File: config.mk
export PLATFORM = sky130hd
export DESIGN_NAME = uart_tx_arbiter
export DESIGN_NICKNAME = d
export VERILOG_FILES = /design/src/rtl/uart_ctrl_pkg.sv /design/src/rtl/rr_arbiter_2.sv /design/src/rtl/uart_tx_arbiter.sv
export SDC_FILE = /design/constraint.sdc
export NUM_CORES = 1
export LEC_CHECK = 0
export ABC_AREA = 1
export CORE_MARGIN = 2
export CORE_UTILIZATION = 40
export DETAILED_ROUTE_END_ITERATION = 7
export PLACE_DENSITY = 0.67
export SLEW_MARGIN = 20
export SYNTH_ARGS = -nofsm -noshare
export SYNTH_HDL_FRONTEND = slang
export SYNTH_SLANG_ARGS = --single-unit
File: constraint.sdc
create_clock -name CLK -period 1.5 [get_ports CLK]
set_input_delay 0.3 -clock CLK [delete_from_list [all_inputs] [get_ports CLK]]
set_output_delay 0.3 -clock CLK [all_outputs]
set_load 0.05 [all_outputs]
File: src/rtl/uart_ctrl_pkg.sv
// rtl/uart_ctrl_pkg.sv - shared types and sizing helpers for the UART Tx arbiter
// Contents: controller state encoding, counter width helpers, default Busy timeout.
package uart_ctrl_pkg;

    typedef enum logic [2:0] {
        IDLE    = 3'd0,
        ISSUE   = 3'd1,
        WAIT_HI = 3'd2,
        WAIT_LO = 3'd3,
        DONE    = 3'd4
    } state_t;

    localparam int DEFAULT_BUSY_TIMEOUT = 64;

    // Byte counter never narrower than one bit, even for a one-byte word.
    function automatic int bcnt_width(input int num_bytes);
        return (num_bytes <= 2) ? 1 : $clog2(num_bytes);
    endfunction

    function automatic int tcnt_width(input int busy_timeout);
        return (busy_timeout <= 2) ? 1 : $clog2(busy_timeout);
    endfunction

endpackage

File: src/rtl/rr_arbiter_2.sv
// rtl/rr_arbiter_2.sv - two-input round-robin arbiter with pointer update on done
// Ports: clk_i/reset_i (sync, active-high), req_i[1:0] requests, done_i strobe with
//        done_idx_i (index just served), gnt_valid_o/gnt_idx_o combinational grant.
module rr_arbiter_2 (
    input  logic       clk_i,
    input  logic       reset_i,
    input  logic [1:0] req_i,
    input  logic       done_i,
    input  logic       done_idx_i,
    output logic       gnt_valid_o,
    output logic       gnt_idx_o
);

    // ptr_q names the requester that wins a tie; 0 after reset.
    logic ptr_q, ptr_d;

    always_comb begin
        ptr_d = ptr_q;
        // Favour whichever requester was not just served.
        if (done_i) begin
            ptr_d = ~done_idx_i;
        end
    end

    always_ff @(posedge clk_i) begin
        if (reset_i) begin
            ptr_q <= 1'b0;
        end else begin
            ptr_q <= ptr_d;
        end
    end

    assign gnt_valid_o = |req_i;

    always_comb begin
        gnt_idx_o = 1'b0;
        case (req_i)
            2'b10:   gnt_idx_o = 1'b1;
            2'b11:   gnt_idx_o = ptr_q;
            default: gnt_idx_o = 1'b0;
        endcase
    end

endmodule

File: src/rtl/uart_tx_arbiter.sv
// rtl/uart_tx_arbiter.sv - shares one UART Tx between two word requesters
// Ports: CLK, Reset (sync, active-high); Req0/Data0/Ack0 and Req1/Data1/Ack1 word
//        requesters; Busy from the UART; Tx_valid/TX_Data byte strobe to the UART;
//        Grant, Ctrl_busy, Timeout_err status. All outputs are registered.
module uart_tx_arbiter
    import uart_ctrl_pkg::*;
#(
    parameter int width        = 8,
    parameter int NUM_BYTES    = 2,
    parameter int MSB_FIRST    = 0,
    parameter int BUSY_TIMEOUT = DEFAULT_BUSY_TIMEOUT
) (
    input  logic                         CLK,
    input  logic                         Reset,
    input  logic                         Req0,
    input  logic [width*NUM_BYTES-1:0]   Data0,
    output logic                         Ack0,
    input  logic                         Req1,
    input  logic [width*NUM_BYTES-1:0]   Data1,
    output logic                         Ack1,
    input  logic                         Busy,
    output logic                         Tx_valid,
    output logic [width-1:0]             TX_Data,
    output logic                         Grant,
    output logic                         Ctrl_busy,
    output logic                         Timeout_err
);

    localparam int WORD_W = width * NUM_BYTES;
    localparam int BW     = bcnt_width(NUM_BYTES);
    localparam int TW     = tcnt_width(BUSY_TIMEOUT);
    localparam logic [BW-1:0] LAST_BYTE = BW'(NUM_BYTES - 1);
    localparam logic [TW-1:0] TO_LAST   = TW'(BUSY_TIMEOUT - 1);

    // The byte on the wire always sits at the leading end of the shift register.
    function automatic logic [width-1:0] head_byte(input logic [WORD_W-1:0] w);
        if (MSB_FIRST != 0) begin
            return w[WORD_W-1 -: width];
        end
        return w[width-1:0];
    endfunction

    function automatic logic [WORD_W-1:0] advance(input logic [WORD_W-1:0] w);
        if (MSB_FIRST != 0) begin
            return w << width;
        end
        return w >> width;
    endfunction

    state_t              state_q, state_d;
    logic [WORD_W-1:0]   shreg_q, shreg_d;
    logic [BW-1:0]       bcnt_q, bcnt_d;
    logic [TW-1:0]       tcnt_q, tcnt_d;
    logic [width-1:0]    tx_data_q, tx_data_d;
    logic                tx_valid_q, tx_valid_d;
    logic                ack0_q, ack0_d;
    logic                ack1_q, ack1_d;
    logic                terr_q, terr_d;
    logic                grant_q, grant_d;
    logic                cbusy_q, cbusy_d;

    logic                gnt_valid, gnt_idx;
    logic [WORD_W-1:0]   picked_word;
    logic [WORD_W-1:0]   shifted_word;

    rr_arbiter_2 u_arb (
        .clk_i       (CLK),
        .reset_i     (Reset),
        .req_i       ({Req1, Req0}),
        .done_i      (state_q == DONE),
        .done_idx_i  (grant_q),
        .gnt_valid_o (gnt_valid),
        .gnt_idx_o   (gnt_idx)
    );

    assign picked_word  = gnt_idx ? Data1 : Data0;
    assign shifted_word = advance(shreg_q);

    always_comb begin
        state_d    = state_q;
        shreg_d    = shreg_q;
        bcnt_d     = bcnt_q;
        tcnt_d     = '0;
        tx_data_d  = tx_data_q;
        tx_valid_d = 1'b0;
        ack0_d     = 1'b0;
        ack1_d     = 1'b0;
        terr_d     = 1'b0;
        grant_d    = grant_q;

        case (state_q)
            IDLE: begin
                if (gnt_valid) begin
                    shreg_d   = picked_word;
                    tx_data_d = head_byte(picked_word);
                    grant_d   = gnt_idx;
                    bcnt_d    = '0;
                    state_d   = ISSUE;
                end
            end
            ISSUE: begin
                // Never strobe while the UART still reports busy.
                if (!Busy) begin
                    tx_valid_d = 1'b1;
                    state_d    = WAIT_HI;
                end
            end
            WAIT_HI: begin
                if (Busy) begin
                    state_d = WAIT_LO;
                end else if (tcnt_q == TO_LAST) begin
                    // UART missed the strobe: re-issue the same byte.
                    terr_d  = 1'b1;
                    state_d = ISSUE;
                end else begin
                    tcnt_d = tcnt_q + 1'b1;
                end
            end
            WAIT_LO: begin
                if (!Busy) begin
                    if (bcnt_q < LAST_BYTE) begin
                        shreg_d   = shifted_word;
                        tx_data_d = head_byte(shifted_word);
                        bcnt_d    = bcnt_q + 1'b1;
                        state_d   = ISSUE;
                    end else begin
                        // Ack is registered, so it is high for the DONE cycle.
                        ack0_d  = ~grant_q;
                        ack1_d  = grant_q;
                        state_d = DONE;
                    end
                end
            end
            DONE: begin
                state_d = IDLE;
            end
            default: begin
                state_d = IDLE;
            end
        endcase

        cbusy_d = (state_d != IDLE);
    end

    always_ff @(posedge CLK) begin
        if (Reset) begin
            state_q    <= IDLE;
            shreg_q    <= '0;
            bcnt_q     <= '0;
            tcnt_q     <= '0;
            tx_data_q  <= '0;
            tx_valid_q <= 1'b0;
            ack0_q     <= 1'b0;
            ack1_q     <= 1'b0;
            terr_q     <= 1'b0;
            grant_q    <= 1'b0;
            cbusy_q    <= 1'b0;
        end else begin
            state_q    <= state_d;
            shreg_q    <= shreg_d;
            bcnt_q     <= bcnt_d;
            tcnt_q     <= tcnt_d;
            tx_data_q  <= tx_data_d;
            tx_valid_q <= tx_valid_d;
            ack0_q     <= ack0_d;
            ack1_q     <= ack1_d;
            terr_q     <= terr_d;
            grant_q    <= grant_d;
            cbusy_q    <= cbusy_d;
        end
    end

    assign Ack0        = ack0_q;
    assign Ack1        = ack1_q;
    assign Tx_valid    = tx_valid_q;
    assign TX_Data     = tx_data_q;
    assign Grant       = grant_q;
    assign Ctrl_busy   = cbusy_q;
    assign Timeout_err = terr_q;

endmodule

; ---- Word level (Yosys, flattened, before mapping)
; Cells that the tools add are included.
[op_classes]
add_sub_neg = 2
n_mul = 0
n_div = 0
magnitude_cmp = 1
n_eq_ne = 10
n_shift = 0
muxes = 23
n_bitwise = 4
n_reduce_logical = 10
[ops]
columns = cell, count
row1 = $mux W16, 4
row2 = $pmux W16 S2, 1
row3 = $mux W8, 3
row4 = $mux W3, 6
row5 = $pmux W8 S2, 1
row6 = $pmux W3 S4, 1
row7 = $reduce_or A4 Y1, 2
row8 = $add A6 B1 Y6 const B, 1
row9 = $eq A3 B2 Y1 const B, 2
row10 = $eq A6 B6 Y1 const B, 1
row11 = $ne A2 B2 Y1 const B, 3
row12 = $mux W1, 5
row13 = $eq A2 B2 Y1 const B, 2
row14 = $not A1 Y1, 4
row15 = $pmux W1 S2, 2
row16 = $reduce_and A4 Y1, 1
row17 = $reduce_or A2 Y1, 2
row18 = $eq A3 B1 Y1 const B, 1
row19 = $eq A3 B3 Y1 const B, 1
row20 = $logic_not A3 Y1, 1
row21 = $reduce_bool A3 Y1, 1
row22 = $reduce_or A3 Y1, 1
row23 = $reduce_and A2 Y1, 1
row24 = $reduce_bool A2 Y1, 1
row25 = other kinds (2), 2
[totals]
regBits = 41
latch_bits = 0
ramBits = 0
rom_bits = 0
input_bits = 37
wordCells = 62
memories = 0

; ---- Longest topological paths before layout
; Gate-level depths: netlist of the first run.
[logic_depth]
depth_word = 5
mapped_depth = 9
mapped_depth_nobuf = 8

; ---- Hierarchy
; Synthesis of the first run repeated with hierarchy kept, for this count alone.
[hier_totals]
cells_unflattened = 236
hier_area_um2 = 1661.6
[modules_own_cells]
columns = module, instances, cells_each, area_each_um2, seq_area_each_um2
row1 = uart_tx_arbiter, 1, 225, 1604.0, 640.6
row2 = rr_arbiter_2, 1, 11, 57.6, 20.0

; ---- Worst setup path after synthesis of the first run
; OpenSTA, ideal clock, no wires.
[synth_path]
path_kind = reg-to-reg
startpoint = register state_q[2]
endpoint = register bcnt_q
setup_ps = 128
arrival_ps = 1144
required_ps = 1372
slack_ps = 229
stages_incl_launch_ff = 8
path_cell_list = dfxtp_1 nor2_2 nand3_4 nand2_8 nand2_8 buf_6 a21oi_1 nor2_1
[synth_via]
elab_chain_cells = 3
[synth_lines]
columns = item, line_no
row1 = from (decl), uart_tx_arbiter.sv:50  ; state_t state_q, state_d;
row2 = from (signal assigned), uart_tx_arbiter.sv:159  ; state_q <= state_d;
row3 = $eq A3 B2 Y1 / $logic_not A3 Y1 (equally long branches), uart_tx_arbiter.sv:91  ; case (state_q)
row4 = $ne A2 B2 Y1 (no line) / $reduce_bool A2 Y1 (equally long branches), n/a
row5 = $reduce_and A4 Y1 (no line), n/a
row6 = to (signal assigned), uart_tx_arbiter.sv:161  ; bcnt_q <= bcnt_d;
row7 = to (decl), uart_tx_arbiter.sv:52  ; logic [BW-1:0] bcnt_q, bcnt_d;
; Parallel ways exist; a longest one is shown, timed or not.
; A chain may end at the register's enable or synchronous reset.

; ---- Final worst setup path of the first run
[layout_path]
startpoint = register state_q[2]
endpoint = register cbusy_q, in the netlist Ctrl_busy
[layout_via]
elab_chain_cells = 4
[layout_lines]
columns = item, line_no
row1 = $mux W3, uart_tx_arbiter.sv:111  ; end else if (tcnt_q == TO_LAST) begin
row2 = $mux W3, uart_tx_arbiter.sv:109  ; if (Busy) begin
row3 = $pmux W3 S4 (*), uart_tx_arbiter.sv:91
row4 = $reduce_bool A3 Y1 (*), uart_tx_arbiter.sv:142  ; cbusy_d = (state_d != IDLE);
row5 = to (signal assigned), uart_tx_arbiter.sv:169  ; cbusy_q <= cbusy_d;
row6 = to (decl), uart_tx_arbiter.sv:60  ; logic cbusy_q, cbusy_d;
; Every way passes the cells marked *; elsewhere a longest branch is shown, timed or not.

==> run_results.csv, run 1 <==
group,metric,value,unit
cells_and_area,fin_util,59.5,%
drt,wl_met2,1.61,mm
clocking,cts_resized,0,
drt,drc,0,
logic_synthesis,synth-edff-count,0,
drt,drtAntennaViolNets,0,
hold_path,hold_path.class,"reg2reg",
critical_path,path_delay_family,"simple AND/OR/NAND/NOR gates",
critical_path,critPathMaxStageDelay,0.52,ns
global_routing,overflow,0,
placed_design,portBuffers,50,
hold_path,holdPathStages,1,
power,pwr-share-seq,41.7,%
global_routing,grt_pass1_wl,6.57,mm
power,p_sw_share,31.1,%
placed_design,gp_congestion,0.792,
logic_synthesis,synthArstFlopShare,0,%
logic_synthesis,synthCells,259,
clocking,htree_levels,2,
cells_and_area,layout_common_cells,"63 x nand2_1, 36 x clkdlybuf4s50_1, 35 x inv_1, 33 x dfxtp_1, 30 x a21oi_1",
logic_synthesis,ys_warn_count,0,
floorplan,die_w,70.2,um
clocking,cts_tree,"yes",
logic_synthesis,synth_area_per_cell,6.78,um^2
sta,tightestPinTransition,0.342,ns
floorplan,num_io_pins,51,
flow_run,cap_violations,0,
drt,drt-total-wl,3.75,mm
global_routing,grtUsageTotal,16.5,%
drt,drt_pass1_iterations,5,
critical_path,worst-path-max-fanout,12,
logic_synthesis,yosysSeqAreaShare,37.6,%
critical_path,rrSetupSlack,0.14,ns
logic_synthesis,netlist_area,0.00176,mm^2
critical_path,slowest_stage,"dfxtp_1",
floorplan,rows,24,
critical_path,r2r_end,"Ctrl_busy",
logic_synthesis,syn-num-nets,297,
clocking,clk_pin_slew,0.06,ns
critical_path,critPathLaunch,"state_q[2]",
global_routing,grt_pass1_vias,1566,
clocking,ctsLongestPathBuffers,2,
sta,clock_skew,0.00366,ns
sta,period_minus_slack,1.36,ns
drt,wl_met3,212,um
sta,finalSetupViolCount,0,
power,peakVddDrop,409,uV
critical_path,reg2reg_from,"state_q[2]",
clocking,postCtsSetupBuffers,0,
cells_and_area,nNetsFinal,348,
sta,hold_viol_final,0,
status,outcome,"complete, no violations",
floorplan,die-area,0.00493,mm^2
clocking,cts_made_buffers,5,
sta,rsz0062_at_grt,"no",
drt,drt-initial-drc-count,62,
power,switchingPower,0.748,mW
power,comb_power_share,32.0,%
drt,topRoutingLayerUsed,"met4",
critical_path,critPathCaptureType,"flip-flop",
cells_and_area,drive_gt1_share,15.1,%
critical_path,path_buf_inv,0,
logic_synthesis,ys_types,26,
critical_path,cp-start-kind,"flip-flop",
floorplan,initial_core_util,40.9,%
drt,met1Wirelength,1.86,mm
clocking,root_buffer,"clkbuf_8",
logic_synthesis,synth_top_area_share,37.6,%
critical_path,worstPathCellList,"nor2_2 -> nand3_4 -> nand2_8 -> nor2_1 -> nand3_1 -> nand2_1 -> nand2_1",
drt,wl_per_cell,10.3,um
global_routing,grt_max_degree,25,
critical_path,critPathKind,"reg2reg",
critical_path,cp_common_cell,"nand2_1",
drt,vias_per_cell,4.66,
power,p_leak,1.11,nW
cells_and_area,n_antenna_cell,0,
sta,slew_violations,0,
clocking,clock_sinks,33,
drt,vias,1690,
cells_and_area,final_common_cell,"nand2_1",
global_routing,antenna_found_initial,0,
clocking,hold_buffers,0,
cells_and_area,fillers,402,
sta,hold_slack,0.452,ns
hold_path,hold_start,"tcnt_q[0]",
cells_and_area,synthToLayoutAreaGrowth,45.6,%
power,p_clk_share,26.2,%
clocking,clkLatencyLatePin,0.28,ns
power,p_per_area,942,mW/mm^2
logic_synthesis,synth_ff_type,"dfxtp_1",
hold_path,holdPathEnd,"tcnt_q[0]",
sta,fin_ws,0.143,ns
critical_path,cp.required,1.68,ns
floorplan,die_h,70.2,um
sta,slew_headroom,77.1,%
power,intPower,1.66,mW
sta,clock.fmax,737,MHz
critical_path,crit_arrival,1.54,ns
logic_synthesis,netlist_top_cells_area,"dfxtp_1 38%, nand2_1 14%, a21oi_1 8.6%, inv_1 7.5%, nand3_1 6.8%",
placed_design,pre_cts_slack,-0.140,ns
logic_synthesis,ys_ff_latch,33,
critical_path,reg2reg_depth,7,
logic_synthesis,synth_top_area_cell,"dfxtp_1",
placed_design,hpwlAfterDp,2.90,mm
floorplan,core_area,0.00429,mm^2
sta,finalCritPeriodShare,90.5,%
[worst register-to-register path: stages (launching register included)]
cell and delay [ns]:
dfxtp_1 0.52, nor2_2 0.14, nand3_4 0.13, nand2_8 0.10, nor2_1 0.15, nand3_1 0.10
nand2_1 0.07, nand2_1 0.04
[worst max path at each step]
stage / slack (ns) / cells after the start / to
floorplan: 0.23 / 7 / bcnt_q
global placement: -0.11 / 9 / shreg_q[2]
detailed placement: -0.14 / 9 / shreg_q[5]
CTS: 0.14 / 6 / bcnt_q
global route: 0.03 / 7 / shreg_q[0]
finish: 0.14 / 7 / Ctrl_busy
[sequential cells by signal, summed over array words and instances, names as in the netlist]
name,flops
Ack1,1
Ctrl_busy,1
tcnt_q,6
state_q,3
Ack0,1
bcnt_q,1
Timeout_err,1
Tx_valid,1
shreg_q,16
u_arb.ptr_q,1
Grant,1
[through the flow]
stage / cells / power, mW / area, um^2 / TNS, ns
finish: 363 / 2.41 / 2560 / 0
global route: 363 / 2.53 / 2560 / 0
CTS: 363 / 2.43 / 2550 / 0
detailed placement: 355 / 1.80 / 2470 / -1.78
global placement: 355 / 1.79 / 2470 / -1.19
floorplan: 259 / 1.48 / 1760 / 0
[power groups by stage]
stage / combinational (mW) / sequential [mW] / clock, mW
floorplan: 0.453 / 1.02 / 0
global placement: 0.769 / 1.02 / 0
detailed placement: 0.771 / 1.03 / 0
CTS: 0.774 / 1.01 / 0.650
global route: 0.835 / 1.01 / 0.684
finish: 0.771 / 1.01 / 0.632
[layout make-up]
| class | count | area, um^2 | area share, % |
|---|---|---|---|
| multi-input cells | 174 | 858 | 33.6 |
| repair buffers | 60 | 757 | 29.6 |
| flip-flops and latches | 33 | 661 | 25.8 |
| inverters | 36 | 135 | 5.29 |
| clock buffers | 8 | 80.1 | 3.13 |
| well taps | 52 | 65.1 | 2.55 |
[cell families (layout without fill, tap and decap cells)]
| logic type | count (synthesis) | after routing | synth area share (%) |
|---|---|---|---|
| buffers and inverters | 52 | 104 | 13.6 |
| XOR/XNOR | 1 | 1 | 0.499 |
| AO/OA/AOI/OAI | 35 | 35 | 10.2 |
| AND/OR/NAND/NOR | 137 | 137 | 37.3 |
| flip-flops | 33 | 33 | 37.6 |
| adder cells (fa/ha/maj) | 1 | 1 | 0.713 |
[routing by layer]
metal  vias up  GRT usage [%]
met5         -              0
met4         0           6.41
met3         6           4.76
li1        898              -
met1       741           21.8
met2        45           25.5
[synth_stat cells (2+ instances only)]
cell       n
o21ai_0    3
nand3_1   24
buf_4      9
nand2_4    2
nand2_2    2
a21oi_1   30
clkbuf_1   3
nand2_1   64
nor2_1    28
nand2_8    2
buf_2      2
nor3_1     3
dfxtp_1   33
or2_2      8
inv_1     35
Power figures use the tool's default switching activity.
==> run 2, diff against run 1 <==
--- a/config.mk
+++ b/config.mk
@@ -9,8 +9,9 @@
 export CORE_MARGIN = 2
 export CORE_UTILIZATION = 40
 export DETAILED_ROUTE_END_ITERATION = 7
-export PLACE_DENSITY = 0.67
+export PLACE_DENSITY = 0.68
 export SLEW_MARGIN = 20
 export SYNTH_ARGS = -nofsm -noshare
 export SYNTH_HDL_FRONTEND = slang
+export SYNTH_HIERARCHICAL = 1
 export SYNTH_SLANG_ARGS = --single-unit
==> run_results.csv, run 2 <==
group,metric,value,unit
logic_synthesis,synth-edff-count,0,
power,switchingPower,0.749,mW
sta,slew_violations,0,
drt,drt-total-wl,3.43,mm
clocking,clock_sinks,33,
logic_synthesis,synthCells,236,
sta,period_minus_slack,1.46,ns
clocking,postCtsSetupBuffers,0,
global_routing,grt_max_degree,26,
status,outcome,"complete, no violations",
drt,wl_per_cell,10.0,um
power,pwr-share-seq,41.0,%
sta,setup_tns,0,ns
critical_path,worst-path-max-fanout,25,
placed_design,place_area,0.00238,mm^2
drt,drtAntennaViolNets,0,
clocking,ctsLongestPathBuffers,2,
logic_synthesis,netlist_area,0.00166,mm^2
hold_path,hold_path.class,"reg2reg",
critical_path,crit_arrival,1.62,ns
power,power,2.50,mW
global_routing,grt_pass1_wl,5.65,mm
drt,drt_pass1_iterations,4,
cells_and_area,fin_util,62.4,%
power,p_leak,1.09,nW
logic_synthesis,synth_top_area_share,39.8,%
logic_synthesis,synth_top_area_cell,"dfxtp_1",
global_routing,antenna_found_initial,0,
power,p_clk_share,28.6,%
sta,clock.fmax,687,MHz
drt,drt-initial-drc-count,51,
floorplan,die_h,68.5,um
logic_synthesis,yosys.cell_count.top_type,"nand2_1",
cells_and_area,top_register,"shreg_q",
cells_and_area,nNetsFinal,330,
floorplan,num_io_pins,51,
critical_path,critPathKind,"in2reg",
floorplan,initial_core_util,41.5,%
power,p_per_area,1000,mW/mm^2
clocking,cts_tree,"yes",
global_routing,overflow,0,
clocking,htree_levels,2,
floorplan,die_w,68.5,um
floorplan,die-area,0.00469,mm^2
critical_path,rrSetupSlack,0.10,ns
sta,rsz0062_at_grt,"yes",
logic_synthesis,syn-num-nets,274,
power,intPower,1.76,mW
cells_and_area,final_area,0.00250,mm^2
global_routing,grt_pass1_vias,1334,
cells_and_area,synthToLayoutAreaGrowth,50.3,%
cells_and_area,fillers,358,
power,p_sw_share,29.9,%
sta,hold_viol_final,0,
sta,clock_skew,0.00309,ns
placed_design,hpwlAfterDp,2.70,mm
sta,hold_slack,0.460,ns
global_routing,grtUsageTotal,16.3,%
drt,drc,0,
cells_and_area,reg_top3,"shreg_q (16), tcnt_q (6), state_q (3)",
power,peakVddDrop,501,uV
sta,finalCritPeriodShare,97.0,%
logic_synthesis,synth_area_per_cell,7.04,um^2
logic_synthesis,ys_warn_count,6,
critical_path,cp-start-kind,"input port",
logic_synthesis,ys_ff_latch,33,
sta,finalSetupViolCount,0,
flow_run,cap_violations,0,
floorplan,core_area,0.00400,mm^2
cells_and_area,layout_common_cells,"67 x nand2_1, 36 x clkdlybuf4s50_1, 33 x dfxtp_1, 27 x nor2_1, 24 x inv_1",
logic_synthesis,synth_common_cells,"67 x nand2_1, 33 x dfxtp_1, 30 x nor2_1, 25 x inv_1, 19 x a21oi_1",
clocking,root_buffer,"clkbuf_8",
critical_path,cp.required,1.67,ns
critical_path,critPathCaptureType,"flip-flop",
cells_and_area,final_common_cell,"nand2_1",
cells_and_area,largest_reg_flops,16,
sta,tightestPinTransition,0.294,ns
logic_synthesis,synth_ff_type,"dfxtp_1",
power,comb_power_share,30.5,%
sta,slew_headroom,80.4,%
cells_and_area,n_antenna_cell,0,
clocking,clkLatencyLatePin,0.28,ns
logic_synthesis,netlist_top_cells_area,"dfxtp_1 40%, nand2_1 15%, nor2_1 6.8%, a21oi_1 5.7%, inv_1 5.6%",
floorplan,rows,23,
clocking,cts_made_buffers,5,
logic_synthesis,yosysSeqAreaShare,39.8,%
drt,vias_per_cell,4.52,
placed_design,portBuffers,50,
clocking,clk_pin_slew,0.06,ns
logic_synthesis,synthArstFlopShare,0,%
logic_synthesis,ys_types,24,
cells_and_area,drive_gt1_share,18.8,%
drt,vias,1550,
placed_design,gp_congestion,0.781,
## run 2: cell count changes after synthesis, moves of 2 or more
cell	before	now
a21oi_1	30	19
buf_2	2	4
clkbuf_1	3	1
inv_1	35	25
inv_2	0	2
mux2_2	0	8
nand2_1	64	67
nand2_2	2	0
nand2_8	2	0
nand3_1	24	8
nor2_1	28	30
o21ai_0	3	16
or2_2	8	0
## run 2: worst max-delay path: stages
cell             delay, ns
clkdlybuf4s50_1       0.45
inv_1                 0.05
nor2_2                0.14
buf_12                0.17
mux2_2                0.35
nand2_1               0.08
a21oi_1               0.07
## run 2: timing repair
action	4_1_cts	5_1_grt
resized for setup	1	5
endpoints found under the setup margin	1	11
hold buffers	0	0
## run 2: cells by family (layout without fill, tap and decap cells)
kind of cell	Yosys count	after routing	share of synthesized area (%)
XOR/XNOR	2	2	1.05
buffers and inverters	42	99	12.7
flip-flops	33	33	39.8
adder cells (fa/ha/maj)	1	1	0.753
AND/OR/NAND/NOR	114	114	29.2
multiplexers	8	8	5.42
AO/OA/AOI/OAI	36	36	11.1
## run 2: power by group through the flow
stage / logic (mW) / clock network, mW / registers, mW
6_report: 0.763 / 0.716 / 1.03
5_1_grt: 0.825 / 0.774 / 1.03
4_1_cts: 0.763 / 0.732 / 1.03
3_5_place_dp: 0.759 / 0 / 1.04
3_3_place_gp: 0.754 / 0 / 1.04
2_1_floorplan: 0.438 / 0 / 1.04
## run 2: metal layers
metal | share of wire [%] | wire length, um | GRT usage, % | vias up
li1 | - | - | - | 846
met1 | 47 | 1610 | 21.1 | 665
met2 | 47 | 1630 | 25.0 | 34
met3 | 4.0 | 136 | 4.61 | 5
met4 | 1.8 | 62 | 7.50 | 0
met5 | 0 | 0 | 0 | -
## run 2: worst paths after layout
| kind | startpoint | endpoint | cells past startpoint |
|---|---|---|---|
| setup / recovery | Req1 | shreg_q[13] | 7 |
| hold / removal | bcnt_q | bcnt_q | 2 |
| setup reg to reg | state_q[0] | shreg_q[13] | 6 |
| hold reg to reg | bcnt_q | bcnt_q | 2 |
## run 2: cell type report
class,count,area (um^2),share of cell area (%)
Clock buffer,7,96.3,3.86
Clock inverter,1,5.00,0.200
Inverter,27,105,4.21
Multi-Input combinational cell,161,797,31.9
Sequential cell,33,661,26.5
Tap cell,50,62.6,2.51
Timing Repair Buffer,64,771,30.9
## run 2: through the flow
step	std cells	setup WS, ns
finish	343	0.0445
global route	343	-0.0227
CTS	343	0.0281
detailed placement	335	-0.258
global placement	335	-0.240
floorplan	236	0.130
